File: src/rtl/asg_word_gen.sv
// Alternating-step generator: three Galois LFSRs shifted into OUT_W-bit words on a valid/ready stream.
// First word appears OUT_W enabled steps after reset; an unaccepted word freezes the generator until it is taken.
module asg_word_gen #(
    parameter int              W0    = 28,
    parameter int              W1    = 29,
    parameter int              W2    = 30,
    parameter logic [W0-1:0]   MASK0 = 28'hff0000c,
    parameter logic [W1-1:0]   MASK1 = 29'h1ffe0000,
    parameter logic [W2-1:0]   MASK2 = 30'h3ff00011,
    parameter logic [W0-1:0]   SEED0 = 28'ha85eacf,
    parameter logic [W1-1:0]   SEED1 = 29'h1de46c20,
    parameter logic [W2-1:0]   SEED2 = 30'h384c2686,
    parameter int              OUT_W = 32,
    localparam int             CNT_W = $clog2(OUT_W) + 1
) (
    input  logic             clk,
    input  logic             rst,
    input  logic             gen_en,
    input  logic             seed_wr,
    input  logic [1:0]       seed_sel,
    input  logic [29:0]      seed_data,
    output logic             seed_err,
    output logic [OUT_W-1:0] out_data,
    output logic             out_valid,
    input  logic             out_ready,
    output logic [CNT_W-1:0] bit_cnt
);

    logic [W0-1:0]    r0, r0_nx;
    logic [W1-1:0]    r1, r1_nx;
    logic [W2-1:0]    r2, r2_nx;
    logic [OUT_W-2:0] acc;
    logic [OUT_W-1:0] word;
    logic             ld0, ld1, ld2, seed_zero;
    logic             step, fb, last;

    always_comb begin
        r0_nx = r0[0] ? ((r0 >> 1) ^ MASK0) : (r0 >> 1);
        r1_nx = r1[0] ? ((r1 >> 1) ^ MASK1) : (r1 >> 1);
        r2_nx = r2[0] ? ((r2 >> 1) ^ MASK2) : (r2 >> 1);

        ld0 = seed_wr && (seed_sel == 2'd0) && (seed_data[W0-1:0] != '0);
        ld1 = seed_wr && (seed_sel == 2'd1) && (seed_data[W1-1:0] != '0);
        ld2 = seed_wr && (seed_sel == 2'd2) && (seed_data[W2-1:0] != '0);
        seed_zero = seed_wr && (((seed_sel == 2'd0) && (seed_data[W0-1:0] == '0)) ||
                                ((seed_sel == 2'd1) && (seed_data[W1-1:0] == '0)) ||
                                ((seed_sel == 2'd2) && (seed_data[W2-1:0] == '0)));

        // A held word blocks generation so no bit is ever produced without a slot to land in.
        step = gen_en && !seed_wr && !(out_valid && !out_ready);
        fb   = r0[0] ^ r1[0];
        word = {acc, fb};
        last = (bit_cnt == CNT_W'(OUT_W - 1));
    end

    always_ff @(posedge clk or posedge rst) begin
        if (rst) begin
            r0        <= SEED0;
            r1        <= SEED1;
            r2        <= SEED2;
            acc       <= '0;
            bit_cnt   <= '0;
            out_data  <= '0;
            out_valid <= 1'b0;
            seed_err  <= 1'b0;
        end else begin
            seed_err <= seed_zero;

            // Seed load wins, then the all-zero recovery, then the normal alternating step.
            if (ld0)                  r0 <= seed_data[W0-1:0];
            else if (r0 == '0)        r0 <= SEED0;
            else if (step && !r2[0])  r0 <= r0_nx;

            if (ld1)                  r1 <= seed_data[W1-1:0];
            else if (r1 == '0)        r1 <= SEED1;
            else if (step && r2[0])   r1 <= r1_nx;

            if (ld2)                  r2 <= seed_data[W2-1:0];
            else if (r2 == '0)        r2 <= SEED2;
            else if (step)            r2 <= r2_nx;

            if (ld0 || ld1 || ld2) begin
                acc     <= '0;
                bit_cnt <= '0;
            end else if (step) begin
                acc     <= word[OUT_W-2:0];
                bit_cnt <= last ? '0 : bit_cnt + CNT_W'(1);
            end

            if (step && last) begin
                out_data  <= word;
                out_valid <= 1'b1;
            end else if (out_valid && out_ready) begin
                out_valid <= 1'b0;
            end
        end
    end

endmodule

File: config.mk
export PLATFORM = sky130hd
export DESIGN_NAME = asg_word_gen
export DESIGN_NICKNAME = d
export VERILOG_FILES = /design/src/rtl/asg_word_gen.sv
export SDC_FILE = /design/constraint.sdc
export NUM_CORES = 1
export LEC_CHECK = 0
export ABC_AREA = 1
export BUFFER_PORTS_ARGS = -buffer_cell sky130_fd_sc_hd__buf_4
export CORE_AREA = 3 3 121 123
export DETAILED_ROUTE_END_ITERATION = 16
export DIE_AREA = 0 0 124 126
export PLACE_DENSITY_LB_ADDON = 0.25
export SLEW_MARGIN = 25
export SYNTH_ARGS = -nofsm -noshare
export SYNTH_HDL_FRONTEND = slang
export SYNTH_SLANG_ARGS = --single-unit
File: constraint.sdc
create_clock -name clk -period 10.5 [get_ports clk]
set_input_delay 2.1 -clock clk [delete_from_list [all_inputs] [get_ports clk]]
set_output_delay 2.1 -clock clk [all_outputs]
set_load 0.005 [all_outputs]
==> metrics, run 1 <==
part of the Yosys area used for sequential elements=45.24%; CTS tree=built; Slew HR=36.73%; post-synthesis xor/xnor area fraction=3.265%; largest cells by area after synthesis=dfrtp_1 33%, nand2_1 20%, dfstp_2 12%; Hold WC Path Type=reg -> reg; Remaining DRCs=0; gr ovfl total=0; Crit path top cell by count=nand2_1; Root Driver=clkbuf_16; initial core utilization=64.27%; Async SR Flop Fraction=100.0%; CTS clock-pin slew for the worst setup and hold paths=0.06 ns; largest net degree at the start of global routing=96; setup slack after layout=5.943 ns; Setup violations, final=0; CTS Buffer Depth=2; fmax=0.2195 GHz; final net count=1,300; routed len/inst=15.56 um; CP max-delay cell=nand3_2; fin cells=1,456; Place WS=5.263 ns; Max VDD drop=0.0001512 V; largest family of logic cells by synthesized area=simple AND/OR/NAND/NOR gates; mux share of post-synthesis cell area=0%; H-tree Lvls=4; Largest stage delay, worst path=0.63 ns; Simple-Gate Fraction of Synth Area=38.04%; flop2flop setup slack=7.44 ns; post-synth top area cell=dfrtp_1; 1st-pass router iterations=8; post-DR vias/cell=5.690; # port buffers=76; family with the most delay on the worst path=simple AND/OR/NAND/NOR gates; placed cell count=1,422; post-synthesis net count=1,274; final wirelength=22,660 um; Lkg Pwr=5.121 nW; row count=43; Multi-input gate area=4099 um2; IO Count=77; Primary FF master, synth=dfrtp_1; top-count cell post-synth=nand2_1; Final Power=2.200 mW; total clock buffers created by CTS=17; vias in the first global route=7,575; minimum clock period=4.557 ns; crit path capture type=flop; number of synthesized flops with an enable pin=0; worst-path fanout max=60; DRT iter0 DRCs=1,061; cts hold-fix bufs=0; pwr/cell area=220.1 nW/um2; final hold vios=0; antenna violations before repair=0; WP data arrival=4.86 ns; clock latency on the worst-skew pair=0.42 ns; Area Growth Syn to Fin=12.90%; Synth Area in Adders=0.2827%; core area=13,770 um2; worst-path cell chain=buf_4 -> nor2_1 -> nand2_1 -> nor2_1 -> nand2_1 -> inv_2 -> nand2_2 -> nand2_2 -> buf_4 -> nand3_2 -> nand2_1 -> nand2_1; Post-CTS Resized=0; RSZ-0062 raised after global routing=false; Startpoint Class=primary input; Syn. warnings=0; clock sinks=158; Post-Syn Area=8852 um2; Placer Congestion=0.9700; run status=complete, no violations; number of antenna-violating nets in the routed design=0; Setup CP Type=in -> reg; Detail Placement HPWL=14,650 um; setup_tns=0 ns; FF+latch area=4005 um2; Final period util=43.40%; Final Max Slew Viols=0; CP bufs+invs=3; Worst-Margin Slew=0.9468 ns; Die X-Extent=124 um; Post-CTS Setup Bufs=0; gr usage total=29.91%; Crit path required time=10.80 ns; layout cells sized above 1=14.76%; Worst Skew=0.01214 ns; compound-gate portion of the synthesized area=4.438%; Commonest cells post-synth=464 x nand2_1, 170 x nand3_1, 117 x dfrtp_1, 96 x inv_1, 87 x nor2_1; maxcap violations=0; final core utilization=72.57%; Filler Cell Count=1,123; Seq cells post-synth=158; first-pass GRT wire length=37,430 um; via count=8,284; Yosys cell types=31; Syn Inst Count=1,235; Die ar.=15,620 um2; syn avg cell area=7.168 um2; share of the synthesized area in the top cell type=33.07%; Die Y-Extent=126 um
-- placed cells by master, fill, tap and decap left out --
cell | netlist | final
nand3b_1 | 1 | 1
nor2_2 | 2 | 3
clkbuf_8 | 0 | 1
o21ai_4 | 1 | 1
inv_1 | 96 | 95
buf_4 | 7 | 90
diode_2 | 0 | 2
nor3_2 | 0 | 1
nand2_1 | 464 | 464
xnor2_1 | 22 | 22
nand2_2 | 3 | 3
or2_2 | 2 | 2
nand3_2 | 2 | 3
clkinvlp_4 | 0 | 3
dfstp_2 | 41 | 41
ha_1 | 2 | 2
bufinv_16 | 0 | 3
and2_0 | 1 | 1
or2_1 | 1 | 1
or2_0 | 1 | 1
inv_6 | 0 | 2
clkinv_4 | 0 | 4
clkbuf_1 | 31 | 2
nor3_1 | 2 | 1
clkbuf_16 | 0 | 17
inv_2 | 3 | 3
clkinv_2 | 0 | 1
nand2_4 | 1 | 1
nand4_1 | 51 | 51
nor2_1 | 87 | 86
a21oi_1 | 28 | 28
a21oi_2 | 7 | 7
nand3_4 | 1 | 2
xor2_1 | 11 | 11
dfrtp_1 | 117 | 117
o21ai_0 | 35 | 35
nand3_1 | 170 | 168
-- final timing paths --
check	startpoint	endpoint	depth (start not counted)
setup / recovery	seed_data[4]	r1[20]	12
hold / removal	out_data[10]	out_data[10]	2
min in group asynchronous	rst	out_data[8]	2
hold reg to reg	out_data[10]	out_data[10]	2
max in group asynchronous	rst	r2[5]	3
setup reg to reg	out_valid	r0[26]	11
-- metrics by stage --
stage | hold slack [ns] | area, um2
final | 0.4860 | 9995
after global routing | 0.5134 | 9990
after CTS | 0.4906 | 9977
after detailed placement | 0.4777 | 9369
after global placement | 0.4659 | 9369
after floorplan | 0.4668 | 8852
-- flip-flops by register name, indices dropped and copies added (netlist names) --
name       cells
acc           31
bit_cnt        6
out_data      32
out_valid      1
r0            28
r1            29
r2            30
seed_err       1
-- worst register-to-register path: cells and delay by family (launching register included) --
| family | cells | cell delay [ns] |
|---|---|---|
| flip-flops | 1 | 0.35 |
| AND/OR/NAND/NOR | 6 | 1.26 |
| buffers and inverters | 5 | 1.33 |
-- final cells by class --
cell class | count | area share [%]
clock buffers | 20 | 4.469
diodes | 2 | 0.05008
multi-input cells | 895 | 41.01
clock inverters | 12 | 1.615
flip-flops and latches | 158 | 40.07
repair buffers | 90 | 6.760
well taps | 180 | 2.253
inverters | 99 | 3.768
-- power breakdown --
part	internal, mW	switching [mW]
registers	0.794	0.148
clock network	0.382	0.257
logic	0.272	0.347
total	1.45	0.752
-- cells by family (layout without fill, tap and decap cells) --
group,count (synthesis),in the layout
and+or+nand+nor,789,789
buffers and inverters,182,221
DFF,158,158
AOI/OAI and AO/OA,71,71
xor gates and xnor gates,33,33
adders and majority gates,2,2
other,0,2
-- per-layer routing --
layer | vias up | share of wire (%) | global-route usage [%]
met5 | - | 0 | 0
met4 | 0 | 3.0 | 10.63
met3 | 56 | 8.1 | 7.454
met2 | 368 | 47 | 43.97
met1 | 3887 | 42 | 43.33
li1 | 3973 | - | -
Power figures use the tool's default switching activity.
==> inputs of run 2 (changes only) <==
CORE_AREA = 3 3 126 128   (was 3 3 121 123)
DIE_AREA = 0 0 129 131   (was 0 0 124 126)
clock period = 4.4 ns   (was 10.5 ns; I/O delays follow)
==> metrics, run 2 (synthesis gave the netlist of run 1 again) <==
run status=complete, no violations; gr usage total=27.08%; pwr/cell area=522.0 nW/um2; RSZ-0062 raised after global routing=false; clock sinks=158; cts hold-fix bufs=0; CTS tree=built; Startpoint Class=flop; IO Count=77; Multi-input gate area=4091 um2; Antenna Cells=0; commonest non-fill, non-tap cell in the layout=nand2_1; Final Power=5.239 mW; DRT iter0 DRCs=927; final wirelength=22,640 um; Biggest register=out_data; post-DR vias/cell=5.601; total clock buffers created by CTS=17; Seq pwr share=42.9%; H-tree Lvls=4; Lkg Pwr=5.142 nW; crit path capture type=flop; minimum clock period=2.858 ns; vias in the first global route=7,333; setup_tns=0 ns; antenna violations before repair=0; Hold WC Path Type=reg -> reg; Switching Fraction=34.68%; Remaining DRCs=0; core area=14,980 um2; Setup violations, final=0; Placer Congestion=0.8953; dpl cell area=9418 um2; Die X-Extent=129 um; final net count=1,304; Setup CP Type=reg -> reg; cell internal pwr=3.422 mW; # port buffers=76; Post-CTS Resized=0; final hold vios=0; worst-path fanout max=18; clock latency on the worst-skew pair=0.43 ns; Detail Placement HPWL=14,870 um; gr ovfl total=0; number of antenna-violating nets in the routed design=0; fmax=0.3498 GHz; via count=8,211; row count=45; Die ar.=16,900 um2; Max VDD drop=0.0003045 V; initial core utilization=59.11%; routed len/inst=15.44 um; design area=10,040 um2; Final period util=64.96%; Root Driver=clkbuf_16; first-pass GRT wire length=36,710 um; maxcap violations=0; Clk pwr share=29.1%; Area Growth Syn to Fin=13.38%; Filler Cell Count=1,255; Die Y-Extent=131 um; combinational share of power=28.0%; top flop regs=out_data: 32 flops, acc: 31 flops, r2: 30 flops; WP data arrival=3.16 ns; CTS clock-pin slew for the worst setup and hold paths=0.07 ns; Final Max Slew Viols=0; largest net degree at the start of global routing=66; 1st-pass router iterations=5; layout cells sized above 1=15.02%; Switch Pwr=1.817 mW; CTS Buffer Depth=2; FF+latch area=4005 um2; flip-flop count of the largest register after layout=32; Crit path required time=4.70 ns; Slew HR=40.40%; Worst Skew=0.008500 ns; Worst-Margin Slew=0.8918 ns; commonest non-fill, non-tap cells in the layout=464 x nand2_1, 169 x nand3_1, 117 x dfrtp_1; Post-CTS Setup Bufs=0
[run 2: through the flow]
step	util (%)	setup slack, ns	hold slack [ns]	instances
after floorplan	-	1.553	0.4668	1235
after global placement	62.88	1.202	0.4684	1434
after detailed placement	62.88	1.038	0.4780	1434
after CTS	66.97	1.474	0.4926	1466
after global routing	67.02	1.323	0.5075	1466
final	67.02	1.542	0.4909	1466
[run 2: path summary, 6_finish.rpt]
path	slack, ns	endpoint	from	cells past startpoint
worst max-delay path	1.54	r2[3]	r2[0]	10
worst min-delay path	0.49	out_data[13]	out_data[13]	2
worst max register to register	1.54	r2[3]	r2[0]	10
worst min register to register	0.49	out_data[13]	out_data[13]	2
max in group asynchronous	2.85	bit_cnt[3]	rst	3
min in group asynchronous	0.61	acc[4]	rst	2
[run 2: routing by layer]
metal  up-vias  wire length [um]  part of all wire [%]  track usage [%]
met2       318             10640                    47            40.61
li1       3979                 -                     -                -
met3        53              1484                   6.6            4.959
met1      3861              9926                    44            39.40
met4         0               594                   2.6            10.13
met5         -                 0                     0                0
[run 2: final cells by class]
| class | count | area share, % |
|---|---|---|
| Sequential cell | 158 | 39.90 |
| Multi-Input combinational cell | 895 | 40.76 |
| Clock buffer | 18 | 4.375 |
| Timing Repair Buffer | 94 | 7.155 |
| Inverter | 99 | 3.740 |
| Tap cell | 188 | 2.344 |
| Clock inverter | 14 | 1.720 |
[run 2: worst max-delay path, cell delays in order, from the launching register on]
cell and delay [ns]:
dfrtp_1 0.80, inv_1 0.15, ha_1 0.26, nand2_1 0.07
nor2_1 0.05, nand2_1 0.05, nor2_1 0.05, nand2_1 0.36
nand2_1 0.55, nand3_1 0.26, nand3_1 0.11
[run 2: power groups by stage]
stage	logic (mW)	clock network (mW)	registers, mW
finish	1.47	1.52	2.25
floorplan	1.28	0	2.12
CTS	1.47	1.54	2.23
detailed placement	1.46	0	2.25
global route	1.71	1.60	2.29
global placement	1.42	0	2.25
==> inputs of run 3 (changes only) <==
CORE_AREA = 3 3 131 133   (was 3 3 126 128)
DIE_AREA = 0 0 134 136   (was 0 0 129 131)
clock period = 2.5 ns   (was 4.4 ns; I/O delays follow)
==> metrics, run 3 (synthesis gave the netlist of run 1 again) <==
row count=46; maxcap violations=0; crit path capture type=flop; Final Max Slew Viols=0; Antenna Cells=0; post-DR vias/cell=5.343; routed len/inst=14.95 um; fmax=0.5169 GHz; DRT iter0 DRCs=780; design area=10,220 um2; Post-CTS Setup Bufs=0; cts hold-fix bufs=0; worst-path fanout max=44; 1st-pass router iterations=6; flip-flop count of the largest register after layout=32; final wirelength=22,630 um; Die Y-Extent=136 um; Slew HR=44.65%; RSZ-0062 raised after global routing=false; initial core utilization=55.53%; Seq pwr share=42.2%; clock sinks=158; combinational share of power=29.4%; final hold vios=0; Final period util=77.39%; IO Count=77; Remaining DRCs=0; Die ar.=18,220 um2; Root Driver=clkbuf_16; Setup CP Type=reg -> reg; commonest non-fill, non-tap cells in the layout=464 x nand2_1, 169 x nand3_1, 117 x dfrtp_1; commonest non-fill, non-tap cell in the layout=nand2_1; Crit path required time=2.79 ns; WP data arrival=2.23 ns; setup_tns=0 ns; Biggest register=out_data; CTS Buffer Depth=2; final core utilization=64.11%; Lkg Pwr=5.243 nW; clock latency on the worst-skew pair=0.42 ns; Setup violations, final=0; top flop regs=out_data: 32 flops, acc: 31 flops, r2: 30 flops; via count=8,089; Post-CTS Resized=0; cell internal pwr=6.020 mW; Detail Placement HPWL=15,000 um; total clock buffers created by CTS=17; H-tree Lvls=4; Max VDD drop=0.0006258 V; layout cells sized above 1=16.41%; run status=complete, no violations; CTS tree=built; Die X-Extent=134 um; final net count=1,325; gr ovfl total=0; largest net degree at the start of global routing=128; antenna violations before repair=0; Startpoint Class=flop; minimum clock period=1.935 ns; Switching Fraction=34.43%; Worst-Margin Slew=0.8303 ns; pwr/cell area=898.1 nW/um2; Area Growth Syn to Fin=15.46%; CTS clock-pin slew for the worst setup and hold paths=0.06 ns; Worst Skew=0.007605 ns; first-pass GRT wire length=37,270 um; Switch Pwr=3.160 mW; Clk pwr share=28.3%; Hold WC Path Type=in -> async; Placer Congestion=0.8825; core area=15,940 um2; dpl cell area=9638 um2; vias in the first global route=7,317; number of antenna-violating nets in the routed design=0; # port buffers=76; gr usage total=25.62%
==> run 3: through the flow <==
stage	power (mW)	hold WS (ns)	setup slack, ns	cells
2_1_floorplan	5.986	0.4668	0.03261	1235
3_3_place_gp	6.500	0.4654	0.2573	1483
3_5_place_dp	6.572	0.4742	0.2024	1483
4_1_cts	9.214	0.2265	0.5419	1514
5_1_grt	9.889	0.2487	0.3733	1514
6_report	9.180	0.2000	0.5653	1514
==> run 3: layout make-up <==
cell class                 instances  area (um2)
clock buffer                      17       425.4
timing repair buffer             115       900.9
fill                            1449        5722
sequential                       158        4005
multi-input combinational        895        4086
tap                              216       270.3
inverter                          99       375.4
clock inverter                    14       157.7
==> run 3: final timing paths <==
| kind | startpoint | endpoint | slack [ns] | cells past startpoint |
|---|---|---|---|---|
| min in group clk | out_ready | out_valid | 0.35 | 4 |
| min | rst | out_data[5] | 0.20 | 3 |
| max in group asynchronous | rst | r2[5] | 1.60 | 3 |
| max | bit_cnt[0] | out_data[6] | 0.57 | 7 |
| min reg2reg | out_data[25] | out_data[25] | 0.48 | 2 |
| max reg2reg | bit_cnt[0] | out_data[6] | 0.57 | 7 |
==> run 3: power groups by stage <==
stage / combinational (mW) / clock, mW / sequential [mW]
2_1_floorplan: 2.26 / 0 / 3.73
5_1_grt: 3.17 / 2.76 / 3.95
3_5_place_dp: 2.68 / 0 / 3.89
4_1_cts: 2.72 / 2.64 / 3.86
3_3_place_gp: 2.62 / 0 / 3.88
6_report: 2.70 / 2.60 / 3.88
==> run 3: worst max-delay path, stage by stage (launching register included) <==
cell and delay [ns]:
dfrtp_1 0.43, ha_1 0.23, nand3_1 0.14, nor2_1 0.19
nand3_2 0.35, buf_12 0.31, nand2_1 0.07, o21ai_0 0.09
==> run 3: routing by layer <==
layer  track usage (%)  wire length [um]  vias to the layer above  share of wire [%]
met5                 0                 0                        -                  0
met4             7.543               448                        0                2.0
met3             6.440              1519                       32                6.7
met2             39.61             10490                      237                 46
met1             35.96             10180                     3809                 45
li1                  -                 -                     4011                  -
